File: src/rtl/irq_pkg.sv
// Shared definitions for irq_controller: register offsets, bus FSM states
// and the byte-lane write-mask helper.
package irq_pkg;

  localparam logic [1:0] IRQ_REG_PENDING = 2'd0;
  localparam logic [1:0] IRQ_REG_ENABLE  = 2'd1;
  localparam logic [1:0] IRQ_REG_EDGE    = 2'd2;
  localparam logic [1:0] IRQ_REG_ACTIVE  = 2'd3;

  typedef enum logic {IDLE, ACK} bus_state_t;

  function automatic logic [31:0] byte_mask(input logic [3:0] m);
    return {{8{m[3]}}, {8{m[2]}}, {8{m[1]}}, {8{m[0]}}};
  endfunction

endpackage

File: src/rtl/irq_source.sv
// One interrupt source: optional input synchronizer, edge/level capture and
// pending state. Define IRQ_CONTROLLER_SYNC_EN to add a 2-flop synchronizer on src_i.
module irq_source (
  input  logic clk,
  input  logic reset_i,
  input  logic src_i,
  input  logic eoi_i,
  input  logic edge_mode,
  input  logic edge_chg,
  input  logic w1c,
  output logic pending,
  output logic pending_next
);
  logic src_s;
  logic src_prev;
  logic eoi_prev;

`ifdef IRQ_CONTROLLER_SYNC_EN
  logic sync_p0;
  logic sync_p1;

  // Stage p0/p1: two-flop synchronizer for asynchronous peripherals
  always_ff @(posedge clk) begin
    if (reset_i) begin
      sync_p0 <= 1'b0;
      sync_p1 <= 1'b0;
    end else begin
      sync_p0 <= src_i;
      sync_p1 <= sync_p0;
    end
  end
  assign src_s = sync_p1;
`else
  assign src_s = src_i;
`endif

  // A mode change discards whatever was captured under the old mode; a new edge beats any clear.
  always_comb begin
    pending_next = pending;
    if (edge_chg)
      pending_next = 1'b0;
    else if (!edge_mode)
      pending_next = src_s;
    else if (src_s && !src_prev)
      pending_next = 1'b1;
    else if (w1c || (eoi_i && !eoi_prev))
      pending_next = 1'b0;
  end

  always_ff @(posedge clk) begin
    if (reset_i) begin
      src_prev <= 1'b0;
      eoi_prev <= 1'b0;
      pending  <= 1'b0;
    end else begin
      src_prev <= src_s;
      eoi_prev <= eoi_i;
      pending  <= pending_next;
    end
  end

endmodule

File: src/rtl/irq_controller.sv
// Memory-mapped interrupt controller: PENDING/ENABLE/EDGE/ACTIVE registers on a
// sel/ack slave bus, driving the processor irq lines. Optional IRQ_CONTROLLER_SYNC_EN.
module irq_controller
  import irq_pkg::*;
#(
  parameter int          NUM_SRC        = 32,
  parameter logic [31:0] RESET_EDGE_SEL = 32'hFFFFFFFF
) (
  input  logic        clk,
  input  logic        reset_i,
  input  logic [31:0] src_i,
  output logic [31:0] irq_o,
  input  logic [31:0] eoi_i,
  input  logic        sel_i,
  input  logic [31:0] addr_i,
  input  logic        we_i,
  input  logic [3:0]  wr_mask_i,
  input  logic [31:0] data_in_i,
  output logic [31:0] data_out_o,
  output logic        ack_o
);
  localparam logic [32:0] SRC_SPAN  = 33'd1 << NUM_SRC;
  localparam logic [31:0] IMPL_MASK = 32'(SRC_SPAN - 33'd1);

  bus_state_t  state;
  logic [31:0] enable_r, edge_r;
  logic [31:0] enable_nxt, edge_nxt, edge_chg, w1c;
  logic [31:0] pending, pending_nxt;
  logic [31:0] wmask, rd_val;
  logic        wr;
  logic        unused_ok;

  assign unused_ok = ^{addr_i[31:4], addr_i[1:0], src_i, eoi_i};

  // Writes are taken only on the IDLE-state access, and never while in reset.
  assign wr    = (state == IDLE) && sel_i && we_i && !reset_i;
  assign wmask = byte_mask(wr_mask_i) & IMPL_MASK;

  always_comb begin
    enable_nxt = enable_r;
    edge_nxt   = edge_r;
    w1c        = '0;
    if (wr) begin
      case (addr_i[3:2])
        IRQ_REG_PENDING: w1c        = data_in_i & wmask;
        IRQ_REG_ENABLE:  enable_nxt = (enable_r & ~wmask) | (data_in_i & wmask);
        IRQ_REG_EDGE:    edge_nxt   = (edge_r & ~wmask) | (data_in_i & wmask);
        default: ;
      endcase
    end
  end

  assign edge_chg = edge_nxt ^ edge_r;

  for (genvar n = 0; n < 32; n++) begin : g_bit
    if (n < NUM_SRC) begin : g_src
      irq_source u_src (
        .clk          (clk),
        .reset_i      (reset_i),
        .src_i        (src_i[n]),
        .eoi_i        (eoi_i[n]),
        .edge_mode    (edge_r[n]),
        .edge_chg     (edge_chg[n]),
        .w1c          (w1c[n]),
        .pending      (pending[n]),
        .pending_next (pending_nxt[n])
      );
    end else begin : g_none
      assign pending[n]     = 1'b0;
      assign pending_nxt[n] = 1'b0;
    end
  end

  always_comb begin
    rd_val = '0;
    case (addr_i[3:2])
      IRQ_REG_PENDING: rd_val = pending;
      IRQ_REG_ENABLE:  rd_val = enable_r;
      IRQ_REG_EDGE:    rd_val = edge_r;
      IRQ_REG_ACTIVE:  rd_val = pending & enable_r;
      default:         rd_val = '0;
    endcase
  end

  always_ff @(posedge clk) begin
    if (reset_i) begin
      state      <= IDLE;
      ack_o      <= 1'b0;
      data_out_o <= '0;
      enable_r   <= '0;
      edge_r     <= RESET_EDGE_SEL & IMPL_MASK;
      irq_o      <= '0;
    end else begin
      enable_r <= enable_nxt;
      edge_r   <= edge_nxt;
      irq_o    <= pending_nxt & enable_nxt;
      case (state)
        IDLE: begin
          if (sel_i) begin
            if (!we_i) data_out_o <= rd_val;
            ack_o <= 1'b1;
            state <= ACK;
          end
        end
        ACK: begin
          ack_o <= 1'b0;
          state <= IDLE;
        end
        default: state <= IDLE;
      endcase
    end
  end

endmodule
File: config.mk
export PLATFORM = sky130hd
export DESIGN_NAME = irq_controller
export DESIGN_NICKNAME = d
export VERILOG_FILES = /design/src/rtl/irq_pkg.sv /design/src/rtl/irq_source.sv /design/src/rtl/irq_controller.sv
export SDC_FILE = /design/constraint.sdc
export NUM_CORES = 1
export LEC_CHECK = 0
export ABC_CLOCK_PERIOD_IN_PS = 1510
export CORE_MARGIN = 10
export CORE_UTILIZATION = 46
export CTS_CLUSTER_SIZE = 12
export DETAILED_ROUTE_END_ITERATION = 16
export GPL_ROUTABILITY_DRIVEN = 0
export GPL_TIMING_DRIVEN = 0
export PLACE_DENSITY = 0.76
export SETUP_SLACK_MARGIN = 0.15
export SLEW_MARGIN = 15
export SYNTH_ARGS = -nofsm -noshare
export SYNTH_HDL_FRONTEND = slang
export SYNTH_SLANG_ARGS = --single-unit
File: constraint.sdc
create_clock -name clk -period 1.51 [get_ports clk]
set_input_delay 0.453 -clock clk [delete_from_list [all_inputs] [get_ports clk]]
set_output_delay 0.453 -clock clk [all_outputs]
set_load 0.03 [all_outputs]
==> summary.txt, run 1 <==
Outcome
  • Status: complete, but fails checks
  • Failing checks: negative setup slack

GRT
  • Number of global-route vias before repair: 8638
  • GR peak layer: met2
  • Pin count of the biggest net entering global routing: 13
  • First-pass GRT wire length: 48800 microns
  • GR Util met1: 30.1%
  • Met3 GRT Util: 5.06%
  • GRT Total Usage: 23.0%
  • Grt met2 use: 37.4%
  • Antenna violations before repair: 2
  • GR Overflow Total: 0

Route
  • DR vias: 8790
  • First-pass DRT Iterations: 5
  • DRC viols: 0
  • WL/cell: 21.5 microns
  • Vias/cell: 5.73
  • Post-route ant nets: 0
  • Post-Route WL: 33000 microns
  • Iter 0 DRT Violations: 733

Place
  • Detail Placement HPWL: 21300 microns
  • Port bufs: 166
  • Cell total after placement: 1456

Power and ir drop
  • Comb pwr share: between 10% and 20%
  • Pwr dens: 986 nW/um^2
  • Leakage: 5.22 nW
  • Max IR drop VDD: approximately 0.0007 V
  • Sequential Power Share: 46.0%
  • P_int: ~10 mW
  • Switching part of the total: 25.5%
  • Sw Pwr: 3.48 mW
  • Clock group share of total power: ~40%

STA
  • Skew final: 0.0170 ns
  • Slew Viols, Final: 0
  • Post-layout worst setup margin: -0.238 ns
  • Min Clock Period, post-route: 1.75 ns
  • Slew at the pin closest to its max-slew limit: 0.880 ns
  • Final hold violation count: 0
  • Max-slew headroom: 41.4%
  • # setup viols final: 139
  • Unrepaired setup endpoints after global routing: yes
  • Period utilization: 116%
  • Peak Freq: roughly 570 MHz

Logic synthesis
  • Synth Register Bits: approximately 230
  • Mapped Cells: 1025
  • Synth unique cells: 39
  • Fraction of registers with async set/reset: 0%
  • Synth Net Count: 1161
  • Top FF cell, synth: dfxtp_1
  • Post-synth EDFFs: 0
  • Synth Area per Inst: 8.98 sq um
  • Top cells by area, synth: dfxtp_1 49%, nand2_1 5.4%, a211o_1 5.0%
  • Area leader, netlist: dfxtp_1
  • Ys Warns: 0
  • Mapped Area: 9210 sq um
  • Seq/Total Area, Yosys: about half
  • Share of the synthesized area in the top cell type: 49.2%

Floorplanning
  • Die area: 26100 sq um
  • Chip width: 161 microns
  • Starting Density: 47.0%
  • Row cnt: 51
  • Die height: 161 microns
  • Total I/O pin count: 201
  • Core Area: 19600 sq um

Critical path
  • Crit path cell chain: buf_6 > nand4bb_4 > buf_4 > buf_12 > nor4_2 > a211o_1 > nor3_2
  • Max incr delay on CP: 0.36 ns
  • Worst Setup SP: state
  • Crit Reg-Reg Startpoint: state
  • Worst R2R Setup Slack: -0.24 ns
  • Worst Setup End Kind: flip-flop
  • R2R depth: 7
  • WP buf/inv: 3
  • CP arrival: 2.13 ns
  • Setup Crit Path Kind: reg2reg
  • CP max stage cell: dfxtp_4
  • Critical Path Source Type: flip-flop
  • Crit-path max FO: 5
  • Crit path depth: 7
  • RR Endpoint: irq_o[26]
  • Setup crit end: irq_o[26]
  • Largest delay share family, worst path: simple AND/OR/NAND/NOR gates
  • Worst EP required: 1.89 ns

Clocking
  • Root buf cell: clkbuf_16
  • H-Tree Depth: 1
  • Clk slew on worst S/H paths: 0.06 ns
  • Worst-Skew Late Latency: around 0.52 ns
  • CTS tree: yes
  • TritonCTS buffer count: 24
  • Clock Path Buffers: 3
  • CTS Hold Bufs: 0
  • Clk sink count: approximately 230

Layout
  • Synth-to-Final Area Change: 50.5%
  • Fin nets: 1391
  • Register area: between 4000 and 5000 sq um
  • Layout cells sized above 1: 33.1%
  • Final Core Density: 70.7%
  • Post-Layout Cell Count: approximately 1500
  • Area occupied by multi-input gates: 5330 sq um
  • Fillers: about 1400

Min path
  • Worst Hold Class: in2reg

Run
  • Max Cap Violations: 0
registers in the layout, indices dropped and copies added, names as in the netlist:
| name | flops |
|---|---|
| ack_o | 1 |
| data_out_o | 32 |
| edge_r | 32 |
| enable_r | 32 |
| g_bit.g_src.u_src.eoi_prev | 32 |
| g_bit.g_src.u_src.pending | 32 |
| g_bit.g_src.u_src.src_prev | 32 |
| irq_o | 32 |
| state | 1 |
cell usage after synthesis, drive strengths merged, types with 7 or more instances:
library cell and instances:
o22ai 29, nand3b 32, dfxtp 226, xor2 11, a211o 53, inv 30
and3 7, xnor2 22, a21oi 32, buf 29, nor2 66, nand2b 32
clkbuf 42, a21boi 27, nand2 133, nor3 54, nor4 26, nor2b 70
a31oi 26, mux2i 32
tightest hold or removal path, delay by kind of cell:
family | cells | cell delay [ns]
and+or+nand+nor | 2 | 0.15
buffers and inverters | 1 | 0.29
layout by cell type (no fill, tap or decap), types with 5 or more instances in the layout:
| cell | instances |
|---|---|
| a32o_1 | 5 |
| nand2b_1 | 32 |
| buf_6 | 81 |
| a311o_1 | 5 |
| nand2_2 | 28 |
| nand3b_1 | 32 |
| clkbuf_8 | 6 |
| nor4_2 | 18 |
| dfxtp_2 | 65 |
| buf_12 | 8 |
| clkbuf_1 | 9 |
| clkdlybuf4s50_1 | 96 |
| nor3_1 | 20 |
| a21oi_1 | 23 |
| buf_2 | 7 |
| nand4_1 | 5 |
| buf_4 | 31 |
| a31oi_1 | 26 |
| o22ai_1 | 28 |
| xnor2_1 | 22 |
| clkbuf_16 | 31 |
| nor2b_1 | 68 |
| mux2i_4 | 30 |
| a21o_1 | 5 |
| nand3_4 | 6 |
| nor3_2 | 32 |
| a211o_1 | 53 |
| nand2_1 | 105 |
| a21oi_2 | 9 |
| clkbuf_2 | 26 |
| nor4_4 | 8 |
| nor2_1 | 65 |
| o211ai_1 | 5 |
| dfxtp_1 | 160 |
| xor2_1 | 10 |
| a21boi_0 | 27 |
| clkinv_2 | 5 |
| inv_1 | 30 |
| and3_4 | 6 |
per-stage QoR:
stage	worst slack (ns)	instance area, sq um	total power [mW]	setup TNS (ns)	hold slack, ns
2_1_floorplan	-0.0660	9600	7.28	-2.55	0.460
4_1_cts	-0.178	13100	13.5	-8.89	0.418
3_5_place_dp	-1.10	11600	8.01	-179.94	0.445
3_3_place_gp	-1.07	11600	7.98	-175.25	0.438
5_1_grt	-0.277	13900	14.1	-22.22	0.440
6_report	-0.238	13900	13.7	-14.09	0.422
worst min-delay path by stage:
stage | from | end | slack (ns) | cells after the start
after floorplan | state | state | 0.46 | 1
after global placement | data_out_o[11] | data_out_o[11] | 0.44 | 2
after detailed placement | data_out_o[3] | data_out_o[3] | 0.44 | 2
after CTS | sel_i | ack_o | 0.42 | 3
after global routing | sel_i | state | 0.44 | 2
final | sel_i | ack_o | 0.42 | 3
power by group through the flow:
| stage | registers [mW] | clock network, mW | logic (mW) |
|---|---|---|---|
| after floorplan | 6.45 | 0 | 0.830 |
| after global placement | 6.39 | 0 | 1.58 |
| after detailed placement | 6.40 | 0 | 1.61 |
| after CTS | 6.28 | 5.49 | 1.76 |
| after global routing | 6.31 | 5.76 | 2.02 |
| final | 6.29 | 5.46 | 1.91 |
cell type report:
class / count / area share [%]
Multi-Input combinational cell: 699 / 38.5
Sequential cell: 226 / 33.3
Timing Repair Buffer: 203 / 15.3
Clock buffer: 33 / 4.95
Buffer: 71 / 4.61
Tap cell: 265 / 2.39
Inverter: 30 / 0.813
Clock inverter: 5 / 0.181
Antenna cell: 2 / 0.0361
cell families after synthesis:
kind of cell,synth area share (%)
and+or+nand+nor,24.2
DFF,49.2
AOI/OAI and AO/OA,15.3
buffers and inverters,4.73
xor gates and xnor gates,3.22
muxes,3.48
layer usage:
| metal | up-vias | wire length (microns) | part of all wire, % |
|---|---|---|---|
| li1 | 4037 | - | - |
| met1 | 4277 | 13800 | 42 |
| met2 | 410 | 15500 | 47 |
| met3 | 64 | 2800 | 8.5 |
| met4 | 2 | 882 | 2.7 |
| met5 | - | 13 | 0.039 |
what timing repair did:
item | 4_1_cts | 5_1_grt
cloned | 3 | 3
gates resized for setup | 648 | 121
endpoints found under the setup margin | 285 | 281
pin swaps | 35 | 63
buffers inserted | 17 | 15
No activity file was read; power rests on OpenSTA's default activity.
==> run 2: changes to the inputs <==
--- a/config.mk
+++ b/config.mk
@@ -5,7 +5,6 @@
 export SDC_FILE = /design/constraint.sdc
 export NUM_CORES = 1
 export LEC_CHECK = 0
-export ABC_CLOCK_PERIOD_IN_PS = 1510
 export CORE_MARGIN = 10
 export CORE_UTILIZATION = 46
 export CTS_CLUSTER_SIZE = 12
==> results of run 2 <==
The final DEF is identical to that of run 1; final timing and power are the same.
==> run 3: changes to the inputs <==
--- a/config.mk
+++ b/config.mk
@@ -5,14 +5,16 @@
 export SDC_FILE = /design/constraint.sdc
 export NUM_CORES = 1
 export LEC_CHECK = 0
+export ABC_AREA = 1
 export CORE_MARGIN = 10
-export CORE_UTILIZATION = 46
+export CORE_UTILIZATION = 47
 export CTS_CLUSTER_SIZE = 12
 export DETAILED_ROUTE_END_ITERATION = 16
 export GPL_ROUTABILITY_DRIVEN = 0
 export GPL_TIMING_DRIVEN = 0
 export PLACE_DENSITY = 0.76
 export SETUP_SLACK_MARGIN = 0.15
+export SKIP_CTS_REPAIR_TIMING = 1
 export SLEW_MARGIN = 15
 export SYNTH_ARGS = -nofsm -noshare
 export SYNTH_HDL_FRONTEND = slang
==> run 3 against run 2 <==
The run still ends with negative setup slack left. Wire length grew 13%. Register-to-register slack improved by 0.20 ns. Hold slack got worse by 0.16 ns. Die area rose by 7.4%. Largest cell class unchanged. Combinational power up 6%. Maximum frequency up 13%. Flip-flop and latch count unchanged. Total power is 4.1% higher.
==> summary.txt, run 3 <==
STA
  • Slew Viols, Final: 0 (unchanged)
  • Period utilization: 102% (was 116%)
  • Unrepaired setup endpoints after global routing: yes (unchanged)
  • Final hold violation count: 0 (unchanged)
  • Peak Freq: 647 MHz (was 572 MHz)
  • # setup viols final: 6 (was 139)
  • Fin Hold WS: 0.267 ns (was 0.422 ns)
  • Skew final: 0.00862 ns (was 0.0170 ns)
  • Max-slew headroom: 51.3% (was 41.4%)
  • Setup_tns: -0.0633 ns (was -14.09 ns)
  • Slew at the pin closest to its max-slew limit: 0.730 ns (was 0.880 ns)
  • Post-layout worst setup margin: -0.0345 ns (was -0.238 ns)
  • Min Clock Period, post-route: 1.54 ns (was 1.75 ns)

Place
  • Detail Placement HPWL: 24800 microns (was 21300 microns)
  • Cell total after placement: 1955 (was 1456)
  • Port bufs: 168 (was 166)
  • Pre-CTS setup slack: -1.02 ns (was -1.10 ns)
  • Area post-placement: 12400 sq um (was 11600 sq um)

Floorplanning
  • Row cnt: 53 (was 51)
  • Chip width: 167 microns (was 161 microns)
  • Total I/O pin count: 201 (unchanged)
  • Core Area: 21200 sq um (was 19600 sq um)
  • Die height: 167 microns (was 161 microns)
  • Die area: 28000 sq um (was 26100 sq um)
  • Starting Density: 48.2% (was 47.0%)

Clocking
  • H-Tree Depth: 1 (unchanged)
  • TritonCTS buffer count: 25 (was 24)
  • CTS tree: yes (unchanged)
  • Root buf cell: clkbuf_16 (unchanged)
  • Clock Path Buffers: 3 (unchanged)
  • Worst-Skew Late Latency: 0.52 ns (about the same)
  • Clk sink count: 226 (unchanged)
  • Clk slew on worst S/H paths: 0.06 ns (about the same)

Route
  • DRC viols: 0 (unchanged)
  • Iter 0 DRT Violations: 1079 (was 733)
  • WL/cell: 18.4 microns (was 21.5 microns)
  • First-pass DRT Iterations: 5 (unchanged)
  • Vias/cell: 5.49 (was 5.73)
  • DR vias: 11100 (was 8790)
  • Post-route ant nets: 0 (unchanged)
  • Post-Route WL: 37200 microns (was 33000 microns)

Layout
  • Synth-to-Final Area Change: 40.7% (was 50.5%)
  • Final Core Density: 67.8% (was 70.7%)
  • Most frequent cells in the layout: 403 x nand2_1, 181 x nor2_1, 165 x inv_1, 161 x dfxtp_1, 104 x o21ai_0 (was 160 x dfxtp_1, 105 x nand2_1, 96 x clkdlybuf4s50_1, 81 x buf_6, 68 x nor2b_1)
  • Post-Layout Cell Count: 2026 (was 1534)
  • Fin nets: 1872 (was 1391)
  • Layout cells sized above 1: 23.0% (was 33.1%)
  • Post-Layout Inst Area: 14400 sq um (was 13900 sq um)
  • Commonest non-fill, non-tap cell in the layout: nand2_1 (was dfxtp_1)

Power and ir drop
  • Pwr dens: 991 nW/um^2 (was 986 nW/um^2)
  • Leakage: 7.02 nW (was 5.22 nW)
  • Final Power: 14.2 mW (was 13.7 mW)
  • Max IR drop VDD: 0.000842 V (was 0.000704 V)

Logic synthesis
  • Synth unique cells: 27 (was 39)
  • Seq/Total Area, Yosys: 44.4% (was 49.2%)
  • Top FF cell, synth: dfxtp_1 (unchanged)
  • Most numerous cell in the Yosys netlist: nand2_1 (was dfxtp_1)
  • Post-synth EDFFs: 0 (unchanged)
  • Area leader, netlist: dfxtp_1 (unchanged)
  • Fraction of registers with async set/reset: 0% (unchanged)
  • Mapped Cells: 1512 (was 1025)
  • Mapped Area: 10200 sq um (was 9210 sq um)
  • Top cells by area, synth: dfxtp_1 44%, nand2_1 17%, nor2_1 7.2% (was dfxtp_1 49%, nand2_1 5.4%, a211o_1 5.0%)
  • Synth Net Count: 1648 (was 1161)
  • Synth Register Bits: 226 (unchanged)
  • Share of the synthesized area in the top cell type: 44.4% (was 49.2%)
  • Synth Area per Inst: 6.75 sq um (was 8.98 sq um)
  • Commonest cells post-synth: 459 x nand2_1, 226 x dfxtp_1, 196 x nor2_1 (was 226 x dfxtp_1, 133 x nand2_1, 70 x nor2b_1)
  • Ys Warns: 0 (unchanged)

Min path
  • Hold path cells: 4 (was 3)
  • Worst Hold Class: in2reg (unchanged)
  • Hold Path Sink: data_out_o[31] (was ack_o)
  • Hold Startpoint: addr_i[2] (was sel_i)

Critical path
  • Worst EP required: 1.88 ns (was 1.89 ns)
  • Setup Crit Path Kind: reg2reg (unchanged)
  • Crit-path max FO: 6 (was 5)
  • R2R depth: 8 (was 7)
  • Crit Reg-Reg Startpoint: state (unchanged)
  • Worst R2R Setup Slack: -0.03 ns (was -0.24 ns)
  • Worst Setup End Kind: flip-flop (unchanged)
  • RR Endpoint: g_bit[24].g_src.u_src.pending (was irq_o[26])
  • Critical Path Source Type: flip-flop (unchanged)
  • CP arrival: 1.92 ns (was 2.13 ns)

Run
  • Max Cap Violations: 0 (unchanged)

GRT
  • GR Overflow Total: 0 (unchanged)
  • Number of global-route vias before repair: 10300 (was 8638)
  • Pin count of the biggest net entering global routing: 13 (unchanged)
  • First-pass GRT wire length: 54500 microns (was 48800 microns)
  • GRT Total Usage: 23.5% (was 23.0%)
  • Antenna violations before repair: 6 (was 2)

Outcome
  • Failing checks: negative setup slack (unchanged)
  • Status: complete, but fails checks (unchanged)
==> run 3: worst max-delay path: stages (launching register included) <==
cell and delay, ns:
dfxtp_2 0.33, inv_4 0.08, nand3_4 0.08, nor2_4 0.25
clkbuf_16 0.22, buf_12 0.13, nand4_1 0.12, nand3_2 0.13
nor2_1 0.05
==> run 3: cell families (layout without fill, tap and decap cells) <==
group | Yosys count | after routing | synth area share [%]
other | 0 | 4 | 0
flip-flops | 226 | 226 | 44.4
buffers and inverters | 261 | 495 | 10.6
AND/OR/NAND/NOR | 808 | 809 | 33.2
AO/OA/AOI/OAI | 217 | 217 | 11.9
==> run 3: how the worst max path moves through the flow <==
stage / startpoint / end / depth (start not counted)
after floorplan: reset_i / edge_r[14] / 8
after global placement: sel_i / irq_o[30] / 8
after detailed placement: sel_i / irq_o[30] / 8
after CTS: data_out_o[0] / data_out_o[0] / 1
after global routing: state / g_bit[24].g_src.u_src.pending / 8
final: state / g_bit[24].g_src.u_src.pending / 8
==> run 3: per-layer routing <==
layer	vias to the layer above	wire length, microns	global-route usage (%)
met5	-	13	0
met4	2	1460	8.48
met3	105	4080	5.85
met2	619	17000	37.7
met1	5099	14700	30.0
li1	5294	-	-
==> run 3: final cells by class <==
cell class	count	area (sq um)
fill	1764	6800
sequential	226	4610
clock buffer	32	702
inverter	178	694
timing repair buffer	196	2140
buffer	83	719
tap	275	344
multi-input combinational	1026	5070
clock inverter	6	61.3
antenna	4	10.0
==> run 3: report_power, final <==
group | internal [mW] | switching, mW
combinational | 0.834 | 1.20
sequential | 6.21 | 0.139
clock | 3.41 | 2.43
